$ cat config.mk
export PLATFORM = sky130hd
export DESIGN_NAME = glitc_realign_sequencer
export DESIGN_NICKNAME = d
export VERILOG_FILES = /design/src/rtl/glitc_realign_pkg.sv /design/src/rtl/glitc_settle_match_counter.sv /design/src/rtl/glitc_realign_sequencer.sv
export SDC_FILE = /design/constraint.sdc
export NUM_CORES = 1
export LEC_CHECK = 0
export BUFFER_PORTS_ARGS = -buffer_cell sky130_fd_sc_hd__buf_2
export CAP_MARGIN = 10
export CORE_MARGIN = 1.5
export CORE_UTILIZATION = 34
export CTS_CLUSTER_DIAMETER = 120
export DETAILED_ROUTE_END_ITERATION = 7
export MAX_ROUTING_LAYER = met4
export PLACE_DENSITY = 0.63
export SLEW_MARGIN = 40
export SYNTH_ARGS = -nofsm -noshare
export SYNTH_HDL_FRONTEND = slang
export SYNTH_SLANG_ARGS = --single-unit
$ cat constraint.sdc
create_clock -name user_clk_i -period 2.45 [get_ports user_clk_i]
set_clock_uncertainty 0.2 [all_clocks]
set_input_delay 0.49 -clock user_clk_i [delete_from_list [all_inputs] [get_ports user_clk_i]]
set_output_delay 0.49 -clock user_clk_i [all_outputs]
set_load 0.1 [all_outputs]
$ cat src/rtl/glitc_realign_pkg.sv
// Shared types and constants for the GLITC lane realignment sequencer.
package glitc_realign_pkg;

    // Sequencer states, in the order a search normally walks through them.
    typedef enum logic [2:0] {
        IDLE,
        DLY_RST,
        SETTLE,
        CHECK,
        BITSLIP,
        DLY_INC,
        DONE,
        FAIL
    } state_t;

    // Highest bitslip count tried at one tap before moving the delay line.
    localparam logic [2:0] SLIP_LIMIT = 3'd7;

endpackage

$ cat src/rtl/glitc_settle_match_counter.sv
// Shared cycle counter used both for settle timing and for the run of matches.
module glitc_settle_match_counter #(
    parameter int WIDTH = 7
) (
    input  logic             clk,
    input  logic             rst_n,
    input  logic             clear,
    input  logic             enable,
    input  logic [WIDTH-1:0] terminal,
    output logic             at_terminal
);

    logic [WIDTH-1:0] count;

    // Clear wins over enable so a state change always restarts from zero.
    always_ff @(posedge clk or negedge rst_n) begin
        if (!rst_n) begin
            count <= '0;
        end else if (clear) begin
            count <= '0;
        end else if (enable) begin
            count <= count + 1'b1;
        end
    end

    assign at_terminal = (count == terminal);

endmodule

$ cat src/rtl/glitc_realign_sequencer.sv
// Training-pattern alignment of one deserialized GLITC lane: steps bitslip and
// IDELAY taps until the lane byte matches the training pattern for long enough.
module glitc_realign_sequencer
    import glitc_realign_pkg::*;
#(
    parameter logic [7:0] PATTERN       = 8'hA5,
    parameter int         SETTLE_CYCLES = 16,
    parameter int         MATCH_CYCLES  = 64,
    parameter int         NTAPS         = 32,
    parameter int         TAP_WIDTH     = 5
) (
    input  logic                 user_clk_i,
    input  logic                 user_rst_n_i,
    input  logic                 realign_i,
    input  logic [7:0]           train_dat_i,
    output logic                 realigned_o,
    output logic                 locked_o,
    output logic                 fail_o,
    output logic                 bitslip_o,
    output logic                 delay_rst_o,
    output logic                 delay_ce_o,
    output logic                 delay_inc_o,
    output logic [TAP_WIDTH-1:0] tap_o,
    output logic [2:0]           slip_o
);

    localparam int CNT_MAX   = (SETTLE_CYCLES > MATCH_CYCLES) ? SETTLE_CYCLES : MATCH_CYCLES;
    localparam int CNT_WIDTH = $clog2(CNT_MAX + 1);
    localparam logic [CNT_WIDTH-1:0] SETTLE_LAST = CNT_WIDTH'(SETTLE_CYCLES - 1);
    localparam logic [CNT_WIDTH-1:0] MATCH_LAST  = CNT_WIDTH'(MATCH_CYCLES - 1);
    localparam logic [TAP_WIDTH-1:0] LAST_TAP    = TAP_WIDTH'(NTAPS - 1);

    state_t                state;
    state_t                next_state;
    logic                  pattern_match;
    logic                  cnt_clear;
    logic                  cnt_enable;
    logic                  cnt_at_term;
    logic [CNT_WIDTH-1:0]  cnt_terminal;

    assign pattern_match = (train_dat_i == PATTERN);

    // One counter serves both phases; any state change restarts it.
    assign cnt_clear    = (next_state != state);
    assign cnt_enable   = (state == SETTLE) || ((state == CHECK) && pattern_match);
    assign cnt_terminal = (state == SETTLE) ? SETTLE_LAST : MATCH_LAST;

    glitc_settle_match_counter #(
        .WIDTH (CNT_WIDTH)
    ) u_counter (
        .clk         (user_clk_i),
        .rst_n       (user_rst_n_i),
        .clear       (cnt_clear),
        .enable      (cnt_enable),
        .terminal    (cnt_terminal),
        .at_terminal (cnt_at_term)
    );

    // State register.
    always_ff @(posedge user_clk_i or negedge user_rst_n_i) begin
        if (!user_rst_n_i) begin
            state <= IDLE;
        end else begin
            state <= next_state;
        end
    end

    // Next-state logic; a realign request restarts the search from any state.
    always_comb begin
        next_state = state;
        if (realign_i) begin
            next_state = DLY_RST;
        end else begin
            case (state)
                IDLE:    next_state = IDLE;
                DLY_RST: next_state = SETTLE;
                SETTLE:  if (cnt_at_term) next_state = CHECK;
                CHECK: begin
                    if (pattern_match) begin
                        if (cnt_at_term) next_state = DONE;
                    end else if (slip_o < SLIP_LIMIT) begin
                        next_state = BITSLIP;
                    end else if (tap_o < LAST_TAP) begin
                        next_state = DLY_INC;
                    end else begin
                        next_state = FAIL;
                    end
                end
                BITSLIP: next_state = SETTLE;
                DLY_INC: next_state = SETTLE;
                DONE:    next_state = IDLE;
                FAIL:    next_state = IDLE;
                default: next_state = IDLE;
            endcase
        end
    end

    // Outputs are registered from the next state so each strobe is high exactly
    // during the cycle its state is occupied.
    always_ff @(posedge user_clk_i or negedge user_rst_n_i) begin
        if (!user_rst_n_i) begin
            realigned_o <= 1'b0;
            locked_o    <= 1'b0;
            fail_o      <= 1'b0;
            bitslip_o   <= 1'b0;
            delay_rst_o <= 1'b0;
            delay_ce_o  <= 1'b0;
            delay_inc_o <= 1'b0;
            tap_o       <= '0;
            slip_o      <= '0;
        end else begin
            delay_rst_o <= (next_state == DLY_RST);
            bitslip_o   <= (next_state == BITSLIP);
            delay_ce_o  <= (next_state == DLY_INC);
            delay_inc_o <= (next_state == DLY_INC);
            realigned_o <= (next_state == DONE) || (next_state == FAIL);

            if (next_state == DLY_RST) begin
                tap_o  <= '0;
                slip_o <= '0;
            end else if (next_state == BITSLIP) begin
                slip_o <= slip_o + 1'b1;
            end else if (next_state == DLY_INC) begin
                tap_o  <= tap_o + 1'b1;
                slip_o <= '0;
            end

            if (realign_i) begin
                locked_o <= 1'b0;
                fail_o   <= 1'b0;
            end else if (next_state == DONE) begin
                locked_o <= 1'b1;
            end else if (next_state == FAIL) begin
                locked_o <= 1'b0;
                fail_o   <= 1'b1;
            end
        end
    end

endmodule

# After elaboration in Yosys (flattened, before gate mapping)
# Index checks and enable logic that the tools add are counted.
# classes
order_cmp	2
addsub	3
n_mux	22
reduce_logical	13
n_eq_ne	17
# ops
op	n
$eq A3 B3 Y1 const B	8
$mux W3	7
$mux W5	3
$mux W7	2
$pmux W3 S4	1
$eq A8 B8 Y1 const B	1
$add A7 B1 Y7 const B	1
$eq A7 B6 Y1	1
$eq A3 B1 Y1 const B	2
$eq A3 B2 Y1 const B	2
$mux W1	6
$mux W6	1
$reduce_bool A2 Y1	3
$reduce_bool A3 Y1	2
$reduce_or A3 Y1	2
$add A5 B1 Y5 const B	1
$lt A5 B5 Y1 const B	1
$mux W2	2
$ne A2 B2 Y1 const B	2
$reduce_and A2 Y1	2
$add A3 B1 Y3 const B	1
$logic_not A3 Y1	1
$lt A3 B3 Y1 const B	1
$ne A3 B3 Y1	1
2 further kinds	3
# word_totals
register_bits	24
inputBits	11
output_inout_bits	15

# Depth between registers and ports, before layout
# Gate-level depths: netlist of run 1.
# logic_depth
depth_word	11
ltp_mapped	7
ltp_nobuf	7

# Modules after synthesis
# From an unflattened synthesis of run 1, not the netlist that was laid out.
# unflattened
hier_cells	133
area_unflattened_um2	1295.0
# by_module_without_submodules
module	seq_area_each_um2	area_each_um2	n_inst	cells_per_inst
glitc_realign_sequencer	425.4	899.6	1	93
glitc_settle_match_counter	175.2	395.4	1	40

# Worst setup path before layout of run 1
# Ideal clock, no wire load.
# synth_path
path_kind	flip-flop to flip-flop
start	register slip_o[0]
end	register tap_o[4]
path_stages_with_launch	6
path_buffers	0
synth_period_minus_slack_ns	2.633
t_arrival_ns	2.308
slack_ns	-0.183
path_cell_list	dfrtp_1 -> nand3_1 -> a211oi_1 -> a211oi_2 -> nor4_1 -> mux2_2
# synth_between
elab_chain_cells	8
elab_cells_between_ends	12
cone_classes	order compare: 1; eq/ne: 4; mux: 5; reduce/logical: 2
# synth_lines
element	line_no	rtl
from (decl)	glitc_realign_sequencer.sv:24	output logic [2:0] slip_o
from (signal assigned)	glitc_realign_sequencer.sv:122	slip_o <= slip_o + 1'b1;
$lt A3 B3 Y1 (*)	glitc_realign_sequencer.sv:81	end else if (slip_o < SLIP_LIMIT) begin
$mux W2 (*)	glitc_realign_sequencer.sv:81	
$mux W3 (*)	glitc_realign_sequencer.sv:79	if (pattern_match) begin
$pmux W3 S4 (*)	glitc_realign_sequencer.sv:74	case (state)
$mux W3 (*)	glitc_realign_sequencer.sv:71	if (realign_i) begin
$eq A3 B1 Y1, or another cell as far along	glitc_realign_sequencer.sv:118	if (next_state == DLY_RST) begin
$ne A2 B2 Y1 (no source line) or $reduce_bool A2 Y1 (tied branches)	-	
$reduce_and A2 Y1 (no source line)	-	
to (signal assigned)	glitc_realign_sequencer.sv:124	tap_o <= tap_o + 1'b1;
to (decl)	glitc_realign_sequencer.sv:23	output logic [TAP_WIDTH-1:0] tap_o,
# Mark *: on every way between the ends. The rest lies on a longest branch, timed or not.
# A chain may end at the register's enable or synchronous reset.

# Final worst setup path of run 1
# layout_path
start	register u_counter.count[0]
end	register tap_o[4]
# layout_between
elab_chain_cells	8
elab_cells_between_ends	13
cone_classes	eq/ne: 5; mux: 6; reduce/logical: 2
# layout_lines
element	line_no	rtl
from (decl)	glitc_settle_match_counter.sv:13	logic [WIDTH-1:0] count;
from (signal assigned)	glitc_settle_match_counter.sv:22	count <= count + 1'b1;
$eq A7 B6 Y1 (*)	glitc_settle_match_counter.sv:26	assign at_terminal = (count == terminal);
$mux W3	glitc_realign_sequencer.sv:80	if (cnt_at_term) next_state = DONE;
$mux W3	glitc_realign_sequencer.sv:79	
$pmux W3 S4 (*)	glitc_realign_sequencer.sv:74	
$mux W3 (*)	glitc_realign_sequencer.sv:71	
$eq A3 B1 Y1, or another cell as far along	glitc_realign_sequencer.sv:118	
$ne A2 B2 Y1 (no source line) or $reduce_bool A2 Y1 (tied branches)	-	
$reduce_and A2 Y1 (no source line)	-	
# Marks and branches as above.

==> impl_metrics.py, run 1 <==
metrics = {
    "logic_synthesis": {
        "synth_area_sq_mm": 0.00137,
        "synth_top_cell_area_share_pct": 43.7,
        "synth_largest_area_cell": "dfrtp_1",
        "ys_warn_count": 0,
        "synthFlopType": "dfrtp_1",
        "synth-edff-count": 0,
        "ys_ff_latch": 24,
        "synthTopCellsByCount": "dfrtp_1, nand2_1, nor3_1",
        "ys_types": 50,
        "yosysSeqAreaShare_pct": 43.7,
        "synth_nets": 146,
        "synth.area.top_cells": "dfrtp_1, xor2_1, nor3_1, nand3_1, nand2_1",
        "yosys.cell_count.top_type": "dfrtp_1",
        "synth-async-reset-ratio_pct": 100,
        "avgSynthCellArea_sq_um": 10.4,
        "synthCells": 132,
    },
    "detailed_routing": {
        "drc_errors": 0,
        "vias": 1142,
        "routed_wirelength_mm": 3.01,
        "drt_iter0_drc": 56,
        "ant_nets": 0,
        "firstDrtPassIters": 4,
        "vias_per_cell": 5.49,
        "detail_route.wl_per_cell_microns": 14.5,
    },
    "global_routing": {
        "grt_max_degree": 25,
        "grt.overflow.total": 0,
        "antenna_found_initial": 0,
        "grt_pass1_wl_mm": 5.11,
        "grt_usage_pct": 15.6,
        "grt_pass1_vias": 1145,
    },
    "sta": {
        "timing.hold.ws_ps": -5.95,
        "rsz0062_at_grt": "false",
        "finalCriticalPeriod_ps": 2330,
        "tns_ps": 0,
        "relSlewSlack_pct": 62.9,
        "setup_viol": 0,
        "finalHoldViolations": 12,
        "fmax_mhz": 430,
        "maxSlewViolCount": 0,
        "worstMarginPinSlew_ps": 556,
        "fin_crit_sh_pct": 94.9,
    },
    "setup_path": {
        "worstSetupPathType": "flip-flop to flip-flop",
        "crit_path_top_delay_cell": "dfrtp_1",
        "crit_required_ps": 2410,
        "crit_path_start_kind": "flip-flop",
        "critical_path.max_fanout": 7,
        "r2r-start": "u_counter.count[0]",
        "cp-end-kind": "flip-flop",
        "crit_arrival_ps": 2290,
        "crit_start": "u_counter.count[0]",
        "path_cells": "ha_1, and4b_4, a211oi_4, a211oi_2, nor4_1, mux2_2",
        "max_stage_delay_ps": 400,
    },
    "final_layout": {
        "fin_cells": 208,
        "layout-drive-gt1-share_pct": 33.1,
        "finalNetCount": 175,
        "diodes": 0,
        "final_core_util_pct": 42.7,
        "syn2layout_area_growth_pct": 17.3,
        "nFillCells": 371,
    },
    "run": {
        "drv_cap": 0,
    },
    "place": {
        "placedCellCount": 204,
        "place_hpwl_mm": 2.25,
        "gp_congestion": 0.898,
        "io_buffers": 25,
    },
    "clocking": {
        "cts-root-buf": "clkbuf_8",
        "post_cts_buffers": 0,
        "clock_latency_ps": 270,
        "htreeDepth": 1,
        "clkTransAtPathRegs_ps": 90,
        "ctsHoldBuffers": 0,
        "cts-resized-gates": 0,
        "cts.path.max_buffers": 2,
        "cts_buffers": 3,
        "tritoncts": "done",
        "cts_sinks": 24,
    },
    "run_status": {
        "outcome": "finished, violations left",
        "violations": "negative hold slack",
    },
    "power": {
        "total_power_mw": 0.761,
        "powerDensity_mw_per_mm2": 472,
        "ir_drop_v": 0.000186,
        "power.leakage_nw": 0.727,
    },
    "floorplanning": {
        "initial_utilization_pct": 36.4,
        "die_area_sq_mm": 0.00443,
        "die_w_microns": 66.6,
        "ios": 26,
        "rows": 22,
        "die_h_microns": 66.6,
        "coreArea_sq_mm": 0.00377,
    },
    "min_path": {
        "holdCritPathClass": "primary input to asynchronous set/reset pin",
    },
}
==> stage by stage <==
stage          hold WS (ps)  area (sq um)  setup WS, ps
6_report              -5.95          1610           125
5_1_grt                37.6          1610          3.96
4_1_cts                16.4          1610           129
3_5_place_dp            294          1570          53.6
3_3_place_gp            289          1570           128
2_1_floorplan         -5.59          1380          8.99
==> report_power, final <==
group	total, mW	internal [mW]	switching, mW
clock network	0.237	0.116	0.121
registers	0.413	0.403	0.00953
logic	0.111	0.0329	0.0780
total	0.761	0.552	0.209
==> layout by cell type, fill, tap and decap left out, types with 2 or more instances in the layout <==
cell	netlist	routed
o21ai_0	2	2
mux2i_1	4	4
nor3_1	10	10
and4bb_2	2	2
clkbuf_8	0	3
nand4_1	2	2
nor2_1	5	5
xor2_1	7	7
inv_1	4	4
dfrtp_2	0	7
and3_1	2	2
o211ai_1	2	2
a21oi_1	4	4
buf_4	1	4
nand2_1	11	11
dfrtp_1	24	17
nor4_1	3	3
mux2_2	2	2
buf_2	1	25
ha_1	3	3
nand3_1	9	9
nand3b_1	2	2
and2_1	2	2
==> final timing paths <==
check                                  to  slack, ps  cells past startpoint
min in group user_clk_i         slip_o[0]        310                      1
worst max register to register   tap_o[4]        120                      6
worst min-delay path             state[2]         -6                      1
max in group asynchronous        tap_o[3]       1670                      1
worst max-delay path             tap_o[4]        120                      6
worst min register to register  slip_o[0]        310                      1
==> state kept, by name, summed over array words and instances (netlist names) <==
signal and count:
u_counter.count 7, tap_o 5, slip_o 3, state 3
bitslip_o 1, delay_inc_o 1, delay_rst_o 1, fail_o 1
locked_o 1, realigned_o 1
==> final cells by class <==
type	count	area, sq um	area share [%]
Tap cell	48	60.1	3.73
Multi-Input combinational cell	99	727	45.1
Sequential cell	24	609	37.8
Inverter	4	15.0	0.932
Clock buffer	4	45.0	2.80
Timing Repair Buffer	29	155	9.63
==> cell families (layout without fill, tap and decap cells) <==
family                   after synthesis  count (layout)  synth area share, %
AND/OR/NAND/NOR                       60              60                 27.1
flip-flops                            24              24                 43.7
AO/OA/AOI/OAI                         22              22                 13.4
buffers and inverters                  9              37                 3.37
XOR/XNOR                               8               8                 5.10
multiplexers                           6               6                 4.55
adder cells (fa/ha/maj)                3               3                 2.73
==> metal layers <==
metal	global-route usage, %	vias to the layer above	routed length [microns]	part of all wire [%]
li1	-	544	-	-
met1	20.0	550	1390	46
met2	24.9	42	1430	48
met3	1.52	6	125	4.2
met4	7.14	0	65	2.2
met5	-	-	0	0
==> worst max-delay path, delay by kind of cell, from the launching register on <==
kind | cells | cell delay [ps]
AO/OA/AOI/OAI | 2 | 500
adder cells (fa/ha/maj) | 1 | 230
flip-flops | 1 | 400
multiplexers | 1 | 370
AND/OR/NAND/NOR | 2 | 530
(Power assumes the default switching activity.)
==> inputs of run 2 (changes only) <==
--- a/config.mk
+++ b/config.mk
@@ -7,13 +7,14 @@
 export LEC_CHECK = 0
 export BUFFER_PORTS_ARGS = -buffer_cell sky130_fd_sc_hd__buf_2
 export CAP_MARGIN = 10
-export CORE_MARGIN = 1.5
+export CORE_MARGIN = 5
 export CORE_UTILIZATION = 34
 export CTS_CLUSTER_DIAMETER = 120
 export DETAILED_ROUTE_END_ITERATION = 7
 export MAX_ROUTING_LAYER = met4
-export PLACE_DENSITY = 0.63
+export PLACE_DENSITY = 0.64
 export SLEW_MARGIN = 40
 export SYNTH_ARGS = -nofsm -noshare
 export SYNTH_HDL_FRONTEND = slang
+export SYNTH_HIERARCHICAL = 1
 export SYNTH_SLANG_ARGS = --single-unit
==> run 2 against run 1 <==
Compared with the run above:
- the run still ends with negative hold slack left
- clock-buffer cell count did not move
- synthesized cell count rose by 0.76%
- design area rose by 1.9%
- global-route usage fell by 3.5 points
- highest routed layer unchanged
- combinational power rose by 11%
==> impl_metrics.py, run 2 <==
metrics = {
    "run_status": {
        "outcome": "finished, violations left",
        "violations": "negative hold slack",
    },
    "final_layout": {
        "final_common_cell": "buf_2",
        "final_cell_mix": "buf_2, dfrtp_1, nor2_1",
        "diodes": 0,
        "largest_reg_flops": 7,
        "layout-drive-gt1-share_pct": 34.1,
        "nFillCells": 380,
        "top_regs": "u_counter/count (7), tap_o (5)",
        "regMostFlops": "u_counter/count",
        "finalNetCount": 185,
        "syn2layout_area_growth_pct": 26.8,
    },
    "logic_synthesis": {
        "ys_ff_latch": 24,
        "synthFlopType": "dfrtp_1",
        "synthCells": 133,
        "synth_largest_area_cell": "dfrtp_1",
        "synth.area.top_cells": "dfrtp_1, nor2_1, xnor2_1, xor2_1, a21oi_1",
        "ys_warn_count": 6,
        "ys_types": 40,
        "synth_area_sq_mm": 0.00129,
        "synth-edff-count": 0,
        "synth_top_cell_area_share_pct": 46.4,
        "avgSynthCellArea_sq_um": 9.74,
        "synth-async-reset-ratio_pct": 100,
        "yosys.cell_count.top_type": "dfrtp_1",
        "synthTopCellsByCount": "dfrtp_1, nor2_1, a21oi_1",
        "yosysSeqAreaShare_pct": 46.4,
    },
    "floorplanning": {
        "die_area_sq_mm": 0.00514,
        "rows": 22,
        "die_w_microns": 71.7,
        "die_h_microns": 71.7,
        "ios": 26,
        "coreArea_sq_mm": 0.00369,
        "initial_utilization_pct": 35.1,
    },
    "sta": {
        "finalHoldViolations": 19,
        "worstMarginPinSlew_ps": 529,
        "fmax_mhz": 426,
        "relSlewSlack_pct": 64.7,
        "layout_setup_ws_ps": 103,
        "fin_crit_sh_pct": 95.8,
        "maxSlewViolCount": 0,
        "timing.hold.ws_ps": -11.7,
        "rsz0062_at_grt": "true",
        "finalCriticalPeriod_ps": 2350,
        "setup_viol": 0,
    },
    "place": {
        "post-place-ws_ps": -56.1,
        "gp_congestion": 0.852,
        "place_hpwl_mm": 2.22,
        "io_buffers": 25,
    },
    "global_routing": {
        "grt.overflow.total": 0,
        "grt_usage_pct": 12.1,
        "antenna_found_initial": 0,
        "grt_pass1_wl_mm": 4.96,
        "grt_max_degree": 25,
        "grt_pass1_vias": 1186,
    },
    "detailed_routing": {
        "wl_met2_mm": 1.56,
        "wl_met3_microns": 85,
        "met1_length_mm": 1.23,
        "vias_per_cell": 5.06,
        "routed_wirelength_mm": 2.89,
        "drt_iter0_drc": 41,
        "firstDrtPassIters": 4,
        "drc_errors": 0,
        "vias": 1104,
        "highest_layer": "met4",
        "ant_nets": 0,
        "detail_route.wl_per_cell_microns": 13.2,
    },
    "power": {
        "ir_drop_v": 0.000322,
        "powerDensity_mw_per_mm2": 487,
        "power.leakage_nw": 0.760,
    },
    "clocking": {
        "cts_buffers": 3,
        "clock_latency_ps": 270,
        "cts-root-buf": "clkbuf_8",
        "clkTransAtPathRegs_ps": 90,
        "ctsHoldBuffers": 0,
        "tritoncts": "done",
        "cts.path.max_buffers": 2,
        "cts_sinks": 24,
        "htreeDepth": 1,
    },
    "setup_path": {
        "worstSetupPathType": "flip-flop to flip-flop",
        "crit_path_start_kind": "flip-flop",
        "r2r-start": "state[2]",
        "ff2ff_setup_slack_ps": 100,
        "r2r_cells": 10,
        "crit_arrival_ps": 2310,
        "crit_required_ps": 2410,
        "critical_path.max_fanout": 6,
        "cp-end-kind": "flip-flop",
        "r2r-end": "tap_o[4]",
    },
    "min_path": {
        "holdCritPathClass": "primary input to asynchronous set/reset pin",
    },
    "run": {
        "drv_cap": 0,
    },
}
run 2: timing repair:
| action | in CTS | in global routing |
|---|---|---|
| endpoints found under the hold margin | 0 | 0 |
| endpoints found under the setup margin | 10 | 9 |
| resized for setup | 3 | 5 |
| pin swaps | 0 | 1 |
| setup buffers | 0 | 1 |
run 2: worst max-delay path: stages, from the launching register on:
cell	delay [ps]
dfrtp_1	400
nor3b_2	210
inv_1	100
xor2_1	160
nor4_2	270
inv_1	90
nand3_2	90
o211ai_2	190
buf_4	210
a41o_1	230
o311ai_1	90
run 2: worst max-delay path by stage:
stage	to	startpoint	cells after the start
after detailed placement	slip_o[2]	state[2]	11
after CTS	slip_o[2]	state[2]	11
final	tap_o[4]	state[2]	10
after floorplan	slip_o[0]	state[0]	9
after global routing	u_counter/count[6]	state[2]	10
after global placement	slip_o[2]	state[2]	11
run 2: cells by family (layout without fill, tap and decap cells):
| kind of cell | count (synthesis) | in the layout | share of synthesized area [%] |
|---|---|---|---|
| AND/OR/NAND/NOR | 50 | 50 | 21.4 |
| other | 2 | 5 | 0.580 |
| buffers and inverters | 11 | 45 | 3.86 |
| XOR/XNOR | 12 | 12 | 8.12 |
| adder cells (fa/ha/maj) | 3 | 3 | 2.90 |
| flip-flops | 24 | 24 | 46.4 |
| AO/OA/AOI/OAI | 29 | 29 | 15.1 |
| multiplexers | 2 | 2 | 1.64 |
run 2: metrics by stage:
| stage | setup TNS [ps] | power [mW] | area (sq um) | cells | utilization (%) |
|---|---|---|---|---|---|
| floorplan | 0 | 0.490 | 1310 | 136 | - |
| global placement | 0 | 0.528 | 1540 | 213 | 41.7 |
| detailed placement | -230 | 0.533 | 1540 | 213 | 41.7 |
| CTS | 0 | 0.807 | 1610 | 217 | 43.7 |
| global route | -15.2 | 0.842 | 1640 | 218 | 44.5 |
| finish | 0 | 0.800 | 1640 | 218 | 44.5 |
run 2: final cells by class:
| cell class | instances | area [sq um] | share of cell area [%] |
|---|---|---|---|
| sequential | 24 | 608 | 37.0 |
| timing repair buffer | 35 | 200 | 12.2 |
| multi-input combinational | 101 | 696 | 42.4 |
| clock buffer | 4 | 55.1 | 3.35 |
| inverter | 6 | 22.5 | 1.37 |
| tap | 48 | 60.1 | 3.66 |
run 2: power by group:
part	internal, mW	switching [mW]
sequential	0.403	0.00505
combinational	0.0442	0.0786
clock	0.144	0.126
total	0.590	0.210
run 2: routing by layer:
layer,up-vias,GRT usage (%)
met5,-,-
met4,0,2.30
met3,4,3.51
met2,22,21.8
met1,535,13.1
li1,543,-
==> inputs of run 3 (changes only) <==
--- a/config.mk
+++ b/config.mk
@@ -8,11 +8,11 @@
 export BUFFER_PORTS_ARGS = -buffer_cell sky130_fd_sc_hd__buf_2
 export CAP_MARGIN = 10
 export CORE_MARGIN = 5
-export CORE_UTILIZATION = 34
+export CORE_UTILIZATION = 50
 export CTS_CLUSTER_DIAMETER = 120
 export DETAILED_ROUTE_END_ITERATION = 7
 export MAX_ROUTING_LAYER = met4
-export PLACE_DENSITY = 0.64
+export PLACE_DENSITY = 0.84
 export SLEW_MARGIN = 40
 export SYNTH_ARGS = -nofsm -noshare
 export SYNTH_HDL_FRONTEND = slang
==> run 3 against run 2 <==
Compared with the run above:
- total power up 2.8%
- maximum frequency down 3.4%
- the run now ends clean
- clock power is 5% higher
- clock-buffer cell count shrank 1
- first-iteration DRC count decreased by 12%
==> impl_metrics.py, run 3 (synthesis gave the netlist of run 2 again) <==
metrics = {
    "run_status": {
        "outcome": "complete, no violations",
    },
    "sta": {
        "fmax_mhz": 412,
        "finalHoldViolations": 0,
        "setup_viol": 0,
        "finalCriticalPeriod_ps": 2430,
        "maxSlewViolCount": 0,
        "layout_setup_ws_ps": 20.9,
        "timing.hold.ws_ps": 233,
        "worstMarginPinSlew_ps": 522,
        "relSlewSlack_pct": 65.2,
        "fin_crit_sh_pct": 99.1,
    },
    "floorplanning": {
        "coreArea_sq_mm": 0.00248,
        "die_w_microns": 60.9,
        "die_h_microns": 60.9,
        "initial_utilization_pct": 52.3,
        "rows": 18,
        "die_area_sq_mm": 0.00371,
        "ios": 26,
    },
    "min_path": {
        "holdCritPathClass": "primary input to flip-flop",
    },
    "setup_path": {
        "crit_required_ps": 2510,
        "crit_top_cell": "inv_1",
        "crit_family": "simple AND/OR/NAND/NOR gates",
        "cp-end-kind": "flip-flop",
        "crit_path_start_kind": "flip-flop",
        "worst-path-buf-inv": 3,
        "critical_path.max_fanout": 4,
        "crit_path_top_delay_cell": "dfrtp_1",
        "path_cells": "nor3b_2, inv_1, xor2_1, nor4_2, inv_1, nand3_2, nand2_4, buf_4, nor4b_4, mux2_4",
        "max_stage_delay_ps": 410,
        "worstSetupPathType": "flip-flop to flip-flop",
        "crit_arrival_ps": 2490,
    },
    "power": {
        "p_int_mw": 0.615,
        "ir_drop_v": 0.000459,
        "p_sw_mw": 0.208,
        "pwr-share-seq_pct": 49.6,
        "powerDensity_mw_per_mm2": 503,
        "power.share.clock_pct": 34.5,
        "switching_share_pct": 25.2,
        "power.leakage_nw": 0.776,
        "comb_power_share_pct": 15.8,
    },
    "place": {
        "place_hpwl_mm": 2.13,
        "placed_cell_area_sq_mm": 0.00151,
        "post-place-ws_ps": -60.3,
        "gp_congestion": 0.918,
        "io_buffers": 25,
    },
    "detailed_routing": {
        "detail_route.wl_per_cell_microns": 15.2,
        "routed_wirelength_mm": 3.05,
        "ant_nets": 0,
        "drt_iter0_drc": 36,
        "vias": 1124,
        "drc_errors": 0,
        "vias_per_cell": 5.62,
        "firstDrtPassIters": 4,
    },
    "final_layout": {
        "diodes": 0,
        "syn2layout_area_growth_pct": 26.4,
        "final_cell_mix": "buf_2, dfrtp_1, nor2_1",
        "fin_area_sq_mm": 0.00164,
        "regMostFlops": "u_counter/count",
        "top_regs": "u_counter/count (7), tap_o (5)",
        "layout-drive-gt1-share_pct": 33.5,
        "finalNetCount": 185,
        "final_common_cell": "buf_2",
        "largest_reg_flops": 7,
    },
    "global_routing": {
        "antenna_found_initial": 0,
        "grt_max_degree": 25,
        "grt_usage_pct": 18.5,
        "grt_pass1_vias": 1125,
        "grt_pass1_wl_mm": 4.90,
        "grt.overflow.total": 0,
    },
    "clocking": {
        "cts_sinks": 24,
        "clkTransAtPathRegs_ps": 130,
        "tritoncts": "done",
        "cts.path.max_buffers": 2,
        "clock_latency_ps": 310,
        "cts-root-buf": "clkbuf_4",
        "htreeDepth": 1,
        "cts_buffers": 3,
    },
    "run": {
        "drv_cap": 0,
    },
}
run 3: worst reg2reg max path, stage by stage (launching register included):
cell	delay (ps)
dfrtp_1	410
nor3b_2	220
inv_1	110
xor2_1	160
nor4_2	300
inv_1	90
nand3_2	120
nand2_4	80
buf_4	160
nor4b_4	330
mux2_4	200
run 3: final cells by class:
class | count | area, sq um
Fill cell | 217 | 841
Multi-Input combinational cell | 101 | 713
Sequential cell | 24 | 608
Timing Repair Buffer | 35 | 203
Tap cell | 30 | 37.5
Clock inverter | 1 | 30.0
Clock buffer | 3 | 22.5
Inverter | 6 | 22.5
run 3: power groups by stage:
stage	Clock, mW	Combinational (mW)	Sequential [mW]
after floorplan	0	0.0529	0.437
after global placement	0	0.113	0.415
after detailed placement	0	0.116	0.415
after CTS	0.288	0.121	0.408
after global routing	0.305	0.142	0.410
final	0.284	0.130	0.408
run 3: routing by layer:
layer  share of wire [%]  global-route usage (%)
met4                 1.8                    8.36
met5                   0                       -
met3                 4.7                    3.19
met2                  51                    30.1
met1                  42                    22.3
run 3: metrics by stage:
stage          TNS (ps)  power (mW)  util, %  instances
2_1_floorplan         0       0.490        -        136
3_3_place_gp          0       0.527     60.9        194
3_5_place_dp       -231       0.532     60.9        194
4_1_cts               0       0.817     64.1        199
5_1_grt            -859       0.857     66.1        200
6_report              0       0.823     66.1        200
run 3: timing repair:
action | in CTS | in global routing
endpoints found under the hold margin | 24 | 0
resized for setup | 3 | 8
endpoints found under the setup margin | 11 | 13
pin swaps | 1 | 3
setup buffers | 0 | 1
hold buffers | 1 | 0
run 3: path summary, 6_finish.rpt:
check / from / end / slack (ps) / cells past startpoint
setup / recovery: state[0] / slip_o[0] / 20 / 10
hold / removal: realign_i / delay_rst_o / 230 / 1
setup reg to reg: state[0] / slip_o[0] / 20 / 10
hold reg to reg: tap_o[0] / tap_o[0] / 310 / 1
max in group asynchronous: user_rst_n_i / slip_o[2] / 1200 / 2
min in group asynchronous: user_rst_n_i / u_counter/count[3] / 470 / 2
